$ cat src/rtl/riscv_ctrl_pkg.sv
// -----------------------------------------------------------------------------
// riscv_ctrl_pkg
// Shared definitions for the multicycle RV32I control unit:
//   - RV32I opcode and funct3 constants for the supported subset
//   - immediate-format, ALU-operation and datapath mux-select encodings
//   - control FSM state enum
//   - moore_outputs(): per-state values of the registered datapath controls
//   - decode_imm(): immediate format selected while an instruction is decoded
// -----------------------------------------------------------------------------
package riscv_ctrl_pkg;

    // Opcodes (inst[6:0]) of the supported subset
    localparam logic [6:0] OP_LOAD   = 7'b0000011;
    localparam logic [6:0] OP_STORE  = 7'b0100011;
    localparam logic [6:0] OP_RTYPE  = 7'b0110011;
    localparam logic [6:0] OP_IALU   = 7'b0010011;
    localparam logic [6:0] OP_BRANCH = 7'b1100011;
    localparam logic [6:0] OP_LUI    = 7'b0110111;

    // Branch conditions (inst[14:12]) that are implemented
    localparam logic [2:0] F3_BEQ = 3'b000;
    localparam logic [2:0] F3_BNE = 3'b001;

    // Immediate generator format select
    localparam logic [1:0] IMM_I = 2'b00;
    localparam logic [1:0] IMM_S = 2'b01;
    localparam logic [1:0] IMM_B = 2'b10;
    localparam logic [1:0] IMM_U = 2'b11;

    // ALU operation
    localparam logic [1:0] ALU_OP_ADD   = 2'b00;
    localparam logic [1:0] ALU_OP_SUB   = 2'b01;
    localparam logic [1:0] ALU_OP_FUNCT = 2'b10;
    localparam logic [1:0] ALU_OP_LUI   = 2'b11;

    // ALU A operand select
    localparam logic [1:0] SRC_A_PC     = 2'b00;
    localparam logic [1:0] SRC_A_OLD_PC = 2'b01;
    localparam logic [1:0] SRC_A_RS1    = 2'b10;

    // ALU B operand select
    localparam logic [1:0] SRC_B_RS2  = 2'b00;
    localparam logic [1:0] SRC_B_IMM  = 2'b01;
    localparam logic [1:0] SRC_B_FOUR = 2'b10;

    // Result mux select
    localparam logic [1:0] RES_ALU_OUT = 2'b00;
    localparam logic [1:0] RES_MEM     = 2'b01;
    localparam logic [1:0] RES_ALU     = 2'b10;

    // Memory address select
    localparam logic ADR_PC      = 1'b0;
    localparam logic ADR_ALU_OUT = 1'b1;

    typedef enum logic [3:0] {
        S_IDLE   = 4'd0,
        S_FETCH  = 4'd1,
        S_DECODE = 4'd2,
        S_MEMADR = 4'd3,
        S_MEMRD  = 4'd4,
        S_MEMWB  = 4'd5,
        S_MEMWR  = 4'd6,
        S_EXECR  = 4'd7,
        S_EXECI  = 4'd8,
        S_ALUWB  = 4'd9,
        S_BRANCH = 4'd10,
        S_LUI    = 4'd11,
        S_TRAP   = 4'd12
    } ctrl_state_e;

    // Datapath controls that depend only on the state, so they can be
    // registered from the next-state value.
    typedef struct packed {
        logic [1:0] alu_src_a;
        logic [1:0] alu_src_b;
        logic [1:0] alu_op;
        logic [1:0] result_src;
        logic       adr_src;
        logic       mem_read;
        logic       mem_write;
        logic       reg_write;
    } moore_out_t;

    function automatic moore_out_t moore_outputs(input ctrl_state_e st);
        moore_out_t o;
        o = '0;
        case (st)
            S_FETCH: begin
                o.mem_read   = 1'b1;
                o.adr_src    = ADR_PC;
                o.alu_src_a  = SRC_A_PC;
                o.alu_src_b  = SRC_B_FOUR;
                o.alu_op     = ALU_OP_ADD;
                o.result_src = RES_ALU;
            end
            S_DECODE: begin
                // Branch target PC+imm is computed speculatively into ALUOut
                o.alu_src_a = SRC_A_OLD_PC;
                o.alu_src_b = SRC_B_IMM;
                o.alu_op    = ALU_OP_ADD;
            end
            S_MEMADR: begin
                o.alu_src_a = SRC_A_RS1;
                o.alu_src_b = SRC_B_IMM;
                o.alu_op    = ALU_OP_ADD;
            end
            S_MEMRD: begin
                o.mem_read = 1'b1;
                o.adr_src  = ADR_ALU_OUT;
            end
            S_MEMWB: begin
                o.result_src = RES_MEM;
                o.reg_write  = 1'b1;
            end
            S_MEMWR: begin
                o.mem_write = 1'b1;
                o.adr_src   = ADR_ALU_OUT;
            end
            S_EXECR: begin
                o.alu_src_a = SRC_A_RS1;
                o.alu_src_b = SRC_B_RS2;
                o.alu_op    = ALU_OP_FUNCT;
            end
            S_EXECI: begin
                o.alu_src_a = SRC_A_RS1;
                o.alu_src_b = SRC_B_IMM;
                o.alu_op    = ALU_OP_FUNCT;
            end
            S_ALUWB: begin
                o.result_src = RES_ALU_OUT;
                o.reg_write  = 1'b1;
            end
            S_BRANCH: begin
                o.alu_src_a  = SRC_A_RS1;
                o.alu_src_b  = SRC_B_RS2;
                o.alu_op     = ALU_OP_SUB;
                o.result_src = RES_ALU_OUT;
            end
            S_LUI: begin
                o.alu_src_b = SRC_B_IMM;
                o.alu_op    = ALU_OP_LUI;
            end
            default: o = '0;
        endcase
        return o;
    endfunction

    function automatic logic [1:0] decode_imm(input logic [6:0] op);
        logic [1:0] fmt;
        case (op)
            OP_STORE:  fmt = IMM_S;
            OP_BRANCH: fmt = IMM_B;
            OP_LUI:    fmt = IMM_U;
            default:   fmt = IMM_I;
        endcase
        return fmt;
    endfunction

endpackage

$ cat src/rtl/mem_wait_timer.sv
// -----------------------------------------------------------------------------
// mem_wait_timer
// Counts cycles spent waiting for mem_ready in a memory-access state and flags
// a timeout in the WAIT_LIMIT-th consecutive cycle without mem_ready.
// Ports:
//   clk, rst_n  clock / asynchronous active-low reset
//   clear       zero the counter (asserted by the FSM on every state change)
//   waiting     FSM is in a state that waits for memory
//   mem_ready   memory completed this cycle
//   timeout     limit cycle reached with mem_ready still low
// -----------------------------------------------------------------------------
module mem_wait_timer #(
    parameter int WAIT_LIMIT = 255,
    parameter int CNT_W      = 8
) (
    input  logic clk,
    input  logic rst_n,
    input  logic clear,
    input  logic waiting,
    input  logic mem_ready,
    output logic timeout
);

    // Counter holds the number of already-expired wait cycles, so the
    // WAIT_LIMIT-th waiting cycle sees WAIT_LIMIT-1.
    localparam logic [CNT_W-1:0] LAST_WAIT = CNT_W'(WAIT_LIMIT - 1);

    logic [CNT_W-1:0] count_reg;

    always_ff @(posedge clk or negedge rst_n) begin
        if (!rst_n) begin
            count_reg <= '0;
        end else if (clear) begin
            count_reg <= '0;
        end else if (waiting && !mem_ready) begin
            count_reg <= count_reg + 1'b1;
        end
    end

    // A ready in the limit cycle masks the timeout.
    assign timeout = waiting && !mem_ready && (count_reg == LAST_WAIT);

endmodule

$ cat src/rtl/multicycle_ctrl_fsm.sv
// -----------------------------------------------------------------------------
// multicycle_ctrl_fsm
// Main control FSM of the multicycle RV32I core: fetch, decode, execute,
// memory and writeback for loads, stores, R-type, I-ALU, beq/bne and lui.
// Ports:
//   clk, rst_n         clock / asynchronous active-low reset
//   opcode, funct3     fields of the instruction register
//   zero               ALU zero flag (branch condition)
//   mem_ready          memory finished the current access this cycle
//   imm_ctrl           immediate format (I/S/B/U)
//   alu_src_a/b        ALU operand selects
//   alu_op             ALU operation class
//   result_src         result mux select
//   adr_src            memory address select (PC / ALUOut)
//   mem_read/write     memory strobes
//   ir_write, pc_write instruction register / PC load enables
//   reg_write          register file write enable
//   illegal, bus_err   sticky error flags, cleared only by reset
// -----------------------------------------------------------------------------
module multicycle_ctrl_fsm #(
    parameter int WAIT_LIMIT = 255,
    parameter int CNT_W      = 8
) (
    input  logic       clk,
    input  logic       rst_n,
    input  logic [6:0] opcode,
    input  logic [2:0] funct3,
    input  logic       zero,
    input  logic       mem_ready,
    output logic [1:0] imm_ctrl,
    output logic [1:0] alu_src_a,
    output logic [1:0] alu_src_b,
    output logic [1:0] alu_op,
    output logic [1:0] result_src,
    output logic       adr_src,
    output logic       mem_read,
    output logic       mem_write,
    output logic       ir_write,
    output logic       pc_write,
    output logic       reg_write,
    output logic       illegal,
    output logic       bus_err
);

    import riscv_ctrl_pkg::*;

    ctrl_state_e state_reg;
    ctrl_state_e state_next;
    moore_out_t  out_reg;
    logic        illegal_reg;
    logic        bus_err_reg;
    logic        timeout;
    logic        waiting;
    logic        timer_clear;
    logic        branch_taken;

    assign waiting     = (state_reg == S_FETCH) || (state_reg == S_MEMRD) ||
                         (state_reg == S_MEMWR);
    // Clearing on every state change guarantees a fresh count on entry to
    // any waiting state, including the MEMWR -> FETCH back-to-back case.
    assign timer_clear = (state_next != state_reg);

    mem_wait_timer #(
        .WAIT_LIMIT (WAIT_LIMIT),
        .CNT_W      (CNT_W)
    ) u_timer (
        .clk       (clk),
        .rst_n     (rst_n),
        .clear     (timer_clear),
        .waiting   (waiting),
        .mem_ready (mem_ready),
        .timeout   (timeout)
    );

    always_comb begin
        state_next = state_reg;
        case (state_reg)
            S_IDLE:   state_next = S_FETCH;
            S_FETCH: begin
                if (mem_ready)    state_next = S_DECODE;
                else if (timeout) state_next = S_TRAP;
            end
            S_DECODE: begin
                case (opcode)
                    OP_LOAD, OP_STORE: state_next = S_MEMADR;
                    OP_RTYPE:          state_next = S_EXECR;
                    OP_IALU:           state_next = S_EXECI;
                    OP_LUI:            state_next = S_LUI;
                    OP_BRANCH: begin
                        if (funct3 == F3_BEQ || funct3 == F3_BNE) state_next = S_BRANCH;
                        else                                      state_next = S_TRAP;
                    end
                    default:           state_next = S_TRAP;
                endcase
            end
            S_MEMADR: state_next = (opcode == OP_STORE) ? S_MEMWR : S_MEMRD;
            S_MEMRD: begin
                if (mem_ready)    state_next = S_MEMWB;
                else if (timeout) state_next = S_TRAP;
            end
            S_MEMWB:  state_next = S_FETCH;
            S_MEMWR: begin
                if (mem_ready)    state_next = S_FETCH;
                else if (timeout) state_next = S_TRAP;
            end
            S_EXECR:  state_next = S_ALUWB;
            S_EXECI:  state_next = S_ALUWB;
            S_ALUWB:  state_next = S_FETCH;
            S_BRANCH: state_next = S_FETCH;
            S_LUI:    state_next = S_ALUWB;
            S_TRAP:   state_next = S_TRAP;
            default:  state_next = S_TRAP;
        endcase
    end

    // State and all state-only controls are registered together, so the
    // strobes come straight from flops and drop the moment rst_n falls.
    always_ff @(posedge clk or negedge rst_n) begin
        if (!rst_n) begin
            state_reg   <= S_IDLE;
            out_reg     <= '0;
            illegal_reg <= 1'b0;
            bus_err_reg <= 1'b0;
        end else begin
            state_reg <= state_next;
            out_reg   <= moore_outputs(state_next);
            if (state_reg == S_DECODE && state_next == S_TRAP)
                illegal_reg <= 1'b1;
            if (timeout)
                bus_err_reg <= 1'b1;
        end
    end

    // imm_ctrl follows the instruction register, which only changes in FETCH,
    // so it is stable for the whole of every later state.
    always_comb begin
        imm_ctrl = IMM_I;
        case (state_reg)
            S_DECODE: imm_ctrl = decode_imm(opcode);
            S_MEMADR: imm_ctrl = (opcode == OP_STORE) ? IMM_S : IMM_I;
            S_LUI:    imm_ctrl = IMM_U;
            default:  imm_ctrl = IMM_I;
        endcase
    end

    assign branch_taken = ((funct3 == F3_BEQ) && zero) ||
                          ((funct3 == F3_BNE) && !zero);

    // These loads must qualify on same-cycle handshakes (mem_ready, zero),
    // so they are decoded from the state register rather than registered.
    assign ir_write = (state_reg == S_FETCH) && mem_ready;
    assign pc_write = ir_write || ((state_reg == S_BRANCH) && branch_taken);

    assign alu_src_a  = out_reg.alu_src_a;
    assign alu_src_b  = out_reg.alu_src_b;
    assign alu_op     = out_reg.alu_op;
    assign result_src = out_reg.result_src;
    assign adr_src    = out_reg.adr_src;
    assign mem_read   = out_reg.mem_read;
    assign mem_write  = out_reg.mem_write;
    assign reg_write  = out_reg.reg_write;
    assign illegal    = illegal_reg;
    assign bus_err    = bus_err_reg;

endmodule

$ cat config.mk
export PLATFORM = sky130hd
export DESIGN_NAME = multicycle_ctrl_fsm
export DESIGN_NICKNAME = d
export VERILOG_FILES = /design/src/rtl/riscv_ctrl_pkg.sv /design/src/rtl/mem_wait_timer.sv /design/src/rtl/multicycle_ctrl_fsm.sv
export SDC_FILE = /design/constraint.sdc
export NUM_CORES = 1
export LEC_CHECK = 0
export BUFFER_PORTS_ARGS = -buffer_cell sky130_fd_sc_hd__clkbuf_2
export CORE_MARGIN = 4
export CORE_UTILIZATION = 54
export DETAILED_ROUTE_END_ITERATION = 8
export PLACE_DENSITY = 0.79
export SYNTH_ARGS = -nofsm -noshare
export SYNTH_HDL_FRONTEND = slang
export SYNTH_HIERARCHICAL = 1
export SYNTH_SLANG_ARGS = --single-unit
$ cat constraint.sdc
create_clock -name clk -period 3.9 [get_ports clk]
set_clock_uncertainty 0.15 [all_clocks]
set_input_delay 0.39 -clock clk [delete_from_list [all_inputs] [get_ports clk]]
set_output_delay 0.39 -clock clk [all_outputs]
set_load 0.005 [all_outputs]
==> results of run 1 <==
cell type report:
type	count	area, um^2
inverter	5	18.8
clock buffer	3	22.5
clock inverter	1	30.0
multi-input combinational	118	830
sequential	26	651
fill	222	956
tap	31	38.8
timing repair buffer	35	188
cell families after synthesis:
| kind of cell | after synthesis | synth area share, % |
|---|---|---|
| simple gates | 72 | 29.4 |
| flops | 26 | 42.2 |
| fa+ha+maj | 2 | 1.62 |
| xor+xnor | 6 | 3.41 |
| buf+inv | 14 | 4.22 |
| mux | 2 | 1.38 |
| compound gates | 36 | 17.7 |
per-layer routing:
metal | share of wire [%] | up-vias | track usage (%) | wire (um)
met1 | 40 | 659 | 23.0 | 1370
met4 | 1.8 | 0 | 8.18 | 62
li1 | - | 644 | - | -
met3 | 4.1 | 10 | 5.45 | 142
met5 | 0 | - | 0 | 0
met2 | 54 | 30 | 35.0 | 1870
cells in the final DEF, fill, tap and decap left out, types with 4 or more instances in the layout:
| cell type | instances |
|---|---|
| o21ai_0 | 5 |
| xnor2_1 | 4 |
| nor2b_1 | 4 |
| clkbuf_2 | 31 |
| a21oi_1 | 10 |
| nand3_1 | 5 |
| or4_1 | 4 |
| inv_1 | 5 |
| nor2_1 | 17 |
| dfrtp_1 | 26 |
| nand2_1 | 9 |
power by group:
group	switching (W)	internal [W]
Sequential	0.0000499	0.000339
Combinational	0.000315	0.000219
Clock	0.0000782	0.000104
Total	0.000443	0.000661
through the flow:
step / setup slack (ns) / cell area (um^2) / utilization, %
after global routing: 0.122 / 1780 / 65.0
after floorplan: 0.535 / 1540 / -
final: 0.367 / 1780 / 65.0
after detailed placement: 0.290 / 1710 / 62.6
after global placement: 0.464 / 1710 / 62.6
after CTS: 0.255 / 1770 / 64.9
worst max-delay path, cell delays in order (launching register included):
cell and delay (ns):
dfrtp_1 0.52, or3_1 0.41, a21oi_1 0.32, nand3b_4 0.18, nor3_2 0.29, nor4b_1 0.09
and3_1 0.23, nor4_4 0.42, a221oi_1 0.15, nand3_1 0.31, nor2_1 0.10, mux2_2 0.27
worst max-delay path by stage:
stage	start	end	slack, ns	depth (start not counted)
after global routing	state_reg[2]	u_timer/count_reg[4]	0.12	11
after CTS	state_reg[2]	u_timer/count_reg[4]	0.26	11
after detailed placement	state_reg[2]	u_timer/count_reg[4]	0.29	11
after global placement	state_reg[2]	u_timer/count_reg[4]	0.46	11
final	state_reg[2]	u_timer/count_reg[4]	0.37	11
after floorplan	state_reg[1]	u_timer/count_reg[4]	0.54	13
repair_timing:
item / 4_1_cts / 5_1_grt
setup endpoints to repair: 0 / 1
gates resized for setup: 0 / 1
hold buffers: 1 / 0
endpoints found under the hold margin: 26 / 0
==> impl_metrics.csv, run 1 <==
group,metric,value,unit
worst_setup_path,timing.rr.start,"state_reg[2]",
sta,hold_violations,0,
logic_synthesis,yosysUniqueCellTypes,53,
cells_and_area,diodes,0,
cells_and_area,syn_to_final_growth,15.4,%
worst_hold_path,min_from,"mem_ready",
cts,htree_num_levels,1,
logic_synthesis,yosysSeqAreaShare,42.2,%
logic_synthesis,syn_inst,158,
cts,clockRootBuffer,"clkbuf_4",
cts,cts_max_path_buffers,2,
detailed_routing,wl_per_cell,15.7,um
logic_synthesis,synth_top_cell_by_area,"dfrtp_1",
power,p_leak,0.817,nW
worst_hold_path,min_path_type,"input pin to register",
cts,tritoncts,"yes",
logic_synthesis,syn_area,1540,um^2
die,fp.dieW,61.4,um
cts,numCtsBuffers,3,
die,ios,32,
grt,grt_pass1_vias,1277,
die,coreArea,2730,um^2
sta,holdWs,0.272,ns
power,cellPowerDensity,621,nW/um^2
detailed_routing,dr.first_iter.drc_count,65,
worst_setup_path,rr_worst_depth,11,
place,dpl.cell_count,214,
detailed_routing,final_antenna_net_count,0,
worst_setup_path,worst_setup_path_end_kind,"register",
grt,grt-ovfl-total,0,
cells_and_area,instances_no_fill,219,
sta,worstMarginPinSlew,0.634,ns
grt,track_usage,20.0,%
job,cap_violations,0,
detailed_routing,dr.pass1.iters,4,
worst_setup_path,cp.required,3.97,ns
logic_synthesis,syn-num-nets,174,
sta,setup_violations,0,
die,dieHeight,61.4,um
sta,relSlewSlack,57.7,%
sta,timing.fmax,0.283,GHz
power,power.total,0.00110,W
logic_synthesis,ys_top_cells_by_count,"dfrtp_1 (26), nor2_1 (17), a21oi_1 (10)",
detailed_routing,vias,1343,
logic_synthesis,synth_edf_count,0,
run_status,run_status,"finished, final reports clean",
sta,rsz0062_at_grt,"no",
sta,finalCritPeriodShare,90.6,%
place,gp_congestion,0.834,
logic_synthesis,syn_avg_cell_area,9.75,um^2
sta,min_period,3.53,ns
place,dp_hpwl,2540,um
die,start_util,56.3,%
cts,clk_latency,0.32,ns
worst_setup_path,crit_path_start_kind,"register",
logic_synthesis,synth_top_cells_by_area,"dfrtp_1 (42%), nor2_1 (4.1%), a21oi_1 (3.2%)",
cts,postCtsSetupBuffers,0,
detailed_routing,routed_via_density,6.13,
cells_and_area,fin_nets,205,
worst_hold_path,hold_end,"result_src[0]",
place,io_buffers,31,
worst_setup_path,critPathArrivalTime,3.60,ns
sta,fin_setup_tns,0,ns
worst_hold_path,hold-path-cell-count,3,
detailed_routing,route.detailed.drc,0,
logic_synthesis,synth_most_common_cell,"dfrtp_1",
logic_synthesis,synthArstFlopShare,100,%
cts,clk_pin_slew_worst_paths,0.14,ns
cells_and_area,largest_register_ffs,8,
worst_setup_path,crit_fanout,13,
power,vdd_drop_max,0.000530,V
logic_synthesis,ys.warnings.count,6,
cells_and_area,drive_gt1_share,27.1,%
worst_setup_path,ff2ff_setup_slack,0.37,ns
grt,antenna_found_initial,0,
logic_synthesis,ys.flop_type,"dfrtp_1",
die,core.rowCount,19,
die,dieArea,3770,um^2
logic_synthesis,synth_top_area_share,42.2,%
sta,slew_viol_final,0,
grt,grt_first_pass_wirelength,5620,um
grt,grt_max_degree,27,
worst_setup_path,r2r_end,"u_timer/count_reg[4]",
logic_synthesis,ys_seq_elements,26,
detailed_routing,routed_wl,3450,um
cts,cts.sinks,26,
worst_setup_path,crit_type,"register to register",
(Power assumes the default switching activity.)
==> run 2, diff against run 1 <==
--- a/config.mk
+++ b/config.mk
@@ -6,10 +6,12 @@
 export NUM_CORES = 1
 export LEC_CHECK = 0
 export BUFFER_PORTS_ARGS = -buffer_cell sky130_fd_sc_hd__clkbuf_2
+export CELL_PAD_IN_SITES_DETAIL_PLACEMENT = 1
+export CELL_PAD_IN_SITES_GLOBAL_PLACEMENT = 1
 export CORE_MARGIN = 4
-export CORE_UTILIZATION = 54
+export CORE_UTILIZATION = 41
 export DETAILED_ROUTE_END_ITERATION = 8
-export PLACE_DENSITY = 0.79
+export PLACE_DENSITY_LB_ADDON = 0.1
 export SYNTH_ARGS = -nofsm -noshare
 export SYNTH_HDL_FRONTEND = slang
 export SYNTH_HIERARCHICAL = 1
==> run 2 against run 1 <==
Sequential share of layout area shrank 1.1 points. Non-clock buffer count grew 2. Total power grew 7.0%. Global-route usage shrank 2.5 points. First-iteration DRC count shrank 26%.
==> impl_metrics.csv, run 2 (synthesis results as in run 1) <==
group,metric,value,unit
run_status,run_status,"finished, final reports clean",
sta,worstMarginPinSlew,0.661,ns
worst_setup_path,rr_worst_depth,13,
worst_setup_path,cp.required,3.97,ns
cells_and_area,final_cell_mix,"clkbuf_2 (31), dfrtp_1 (26), nor2_1 (17)",
grt,use_met1,23.1,%
cts,clk_latency,0.27,ns
cells_and_area,drive_gt1_share,27.9,%
sta,setup_violations,0,
power,power.total,0.00118,W
sta,min_period,3.39,ns
cts,cts_max_path_buffers,2,
die,core.rowCount,22,
sta,fin_setup_tns,0,ns
worst_setup_path,crit_fanout,9,
power,cellPowerDensity,645,nW/um^2
place,io_buffers,31,
worst_setup_path,r2r_end,"u_timer/count_reg[4]",
grt,grt_max_degree,27,
sta,relSlewSlack,56.0,%
cells_and_area,syn_to_final_growth,19.0,%
worst_setup_path,timing.rr.start,"state_reg[0]",
place,gp_congestion,0.793,
cts,clockRootBuffer,"clkbuf_8",
cells_and_area,regArea,651,um^2
cells_and_area,instances_no_fill,238,
grt,track_usage,17.4,%
grt,grt_pass1_vias,1416,
worst_setup_path,ff2ff_setup_slack,0.51,ns
die,dieHeight,69.3,um
die,coreArea,3630,um^2
worst_hold_path,min_path_type,"input pin to register",
worst_setup_path,worstPathCellList,"inv_1 > or3_1 > a21oi_1 > nand3b_4 > nor3_2 > o21a_1 > o21ai_0 > a21boi_4 > nor2_1 > a221oi_1 > nand3_1 > nor2b_1 > mux2_2",
worst_hold_path,hold_end,"result_src[0]",
worst_hold_path,hold-path-cell-count,3,
worst_setup_path,slowest_delay,0.36,ns
cts,cts.sinks,26,
job,cap_violations,0,
cells_and_area,multi_input_area,830,um^2
cells_and_area,largest_register_ffs,8,
place,dpl.cell_count,233,
detailed_routing,routed_via_density,5.76,
place,dp_hpwl,2940,um
grt,antenna_found_initial,0,
power,vdd_drop_max,0.000273,V
sta,slew_viol_final,0,
die,fp.dieW,69.3,um
grt,busiest_layer,"met2",
place,dpl_cell_area,1750,um^2
detailed_routing,final_antenna_net_count,0,
die,ios,32,
grt,grt_first_pass_wirelength,7000,um
sta,timing.fmax,0.295,GHz
worst_hold_path,min_from,"mem_ready",
cts,numCtsBuffers,3,
cells_and_area,final_area,1830,um^2
detailed_routing,wl_per_cell,16.5,um
worst_setup_path,critPathSlowestCell,"dfrtp_1",
die,dieArea,4800,um^2
worst_setup_path,worst_setup_path_end_kind,"register",
cts,clk_pin_slew_worst_paths,0.09,ns
detailed_routing,vias,1372,
grt,gr-usage-met3,3.19,%
cells_and_area,fin_nets,207,
worst_setup_path,critPathArrivalTime,3.46,ns
detailed_routing,routed_wl,3930,um
cells_and_area,num-fill-cells,443,
detailed_routing,dr.first_iter.drc_count,48,
detailed_routing,dr.pass1.iters,4,
cts,tritoncts,"yes",
cts,htree_num_levels,1,
sta,finalCritPeriodShare,87.0,%
cells_and_area,diodes,0,
worst_setup_path,crit_type,"register to register",
sta,hold_violations,0,
power,p_leak,0.835,nW
grt,met2_usage,29.2,%
die,start_util,42.4,%
sta,rsz0062_at_grt,"no",
grt,grt-ovfl-total,0,
worst_setup_path,crit_path_start_kind,"register",
detailed_routing,route.detailed.drc,0,
cells_and_area,layout_commonest_cell,"clkbuf_2",
cts,postCtsSetupBuffers,0,
run 2: stage by stage:
step | worst slack, ns | utilization, % | hold slack [ns]
finish | 0.506 | 50.4 | 0.302
global route | 0.168 | 50.4 | 0.352
CTS | 0.351 | 50.3 | 0.303
detailed placement | 0.421 | 48.1 | 0.305
global placement | 0.650 | 48.1 | 0.292
floorplan | 0.535 | - | -0.0556
run 2: how the worst max path moves through the flow:
stage,startpoint,end,slack (ns)
floorplan,state_reg[1],u_timer/count_reg[4],0.54
CTS,state_reg[0],u_timer/count_reg[4],0.35
global placement,state_reg[0],u_timer/count_reg[4],0.65
detailed placement,state_reg[0],u_timer/count_reg[4],0.42
finish,state_reg[0],u_timer/count_reg[4],0.51
global route,state_reg[0],u_timer/count_reg[4],0.17
run 2: critical path: cells and delay by family, from the launching register on:
kind	cells	cell delay, ns
AO/OA/AOI/OAI	5	1.18
buffers and inverters	1	0.10
AND/OR/NAND/NOR	6	1.38
multiplexers	1	0.16
flip-flops	1	0.36
run 2: routing by layer:
layer,up-vias,share of wire (%)
met4,0,1.3
met3,7,4.0
met2,26,52
li1,644,-
met1,695,43
met5,-,0
run 2: timing repair:
action                                  CTS  global route
hold buffers                              1             0
gates resized for setup                   0             1
endpoints found under the setup margin    0             1
hold endpoints to repair                  4             0
run 2: cell type report:
| cell class | instances | area share (%) |
|---|---|---|
| Clock buffer | 3 | 2.25 |
| Clock inverter | 1 | 1.64 |
| Inverter | 5 | 1.02 |
| Multi-Input combinational cell | 118 | 45.3 |
| Sequential cell | 26 | 35.5 |
| Tap cell | 48 | 3.28 |
| Timing Repair Buffer | 37 | 11.1 |
run 2: where the power goes:
group	switching (W)	internal (W)
registers	0.0000415	0.000339
clock network	0.0000897	0.000137
logic	0.000346	0.000228
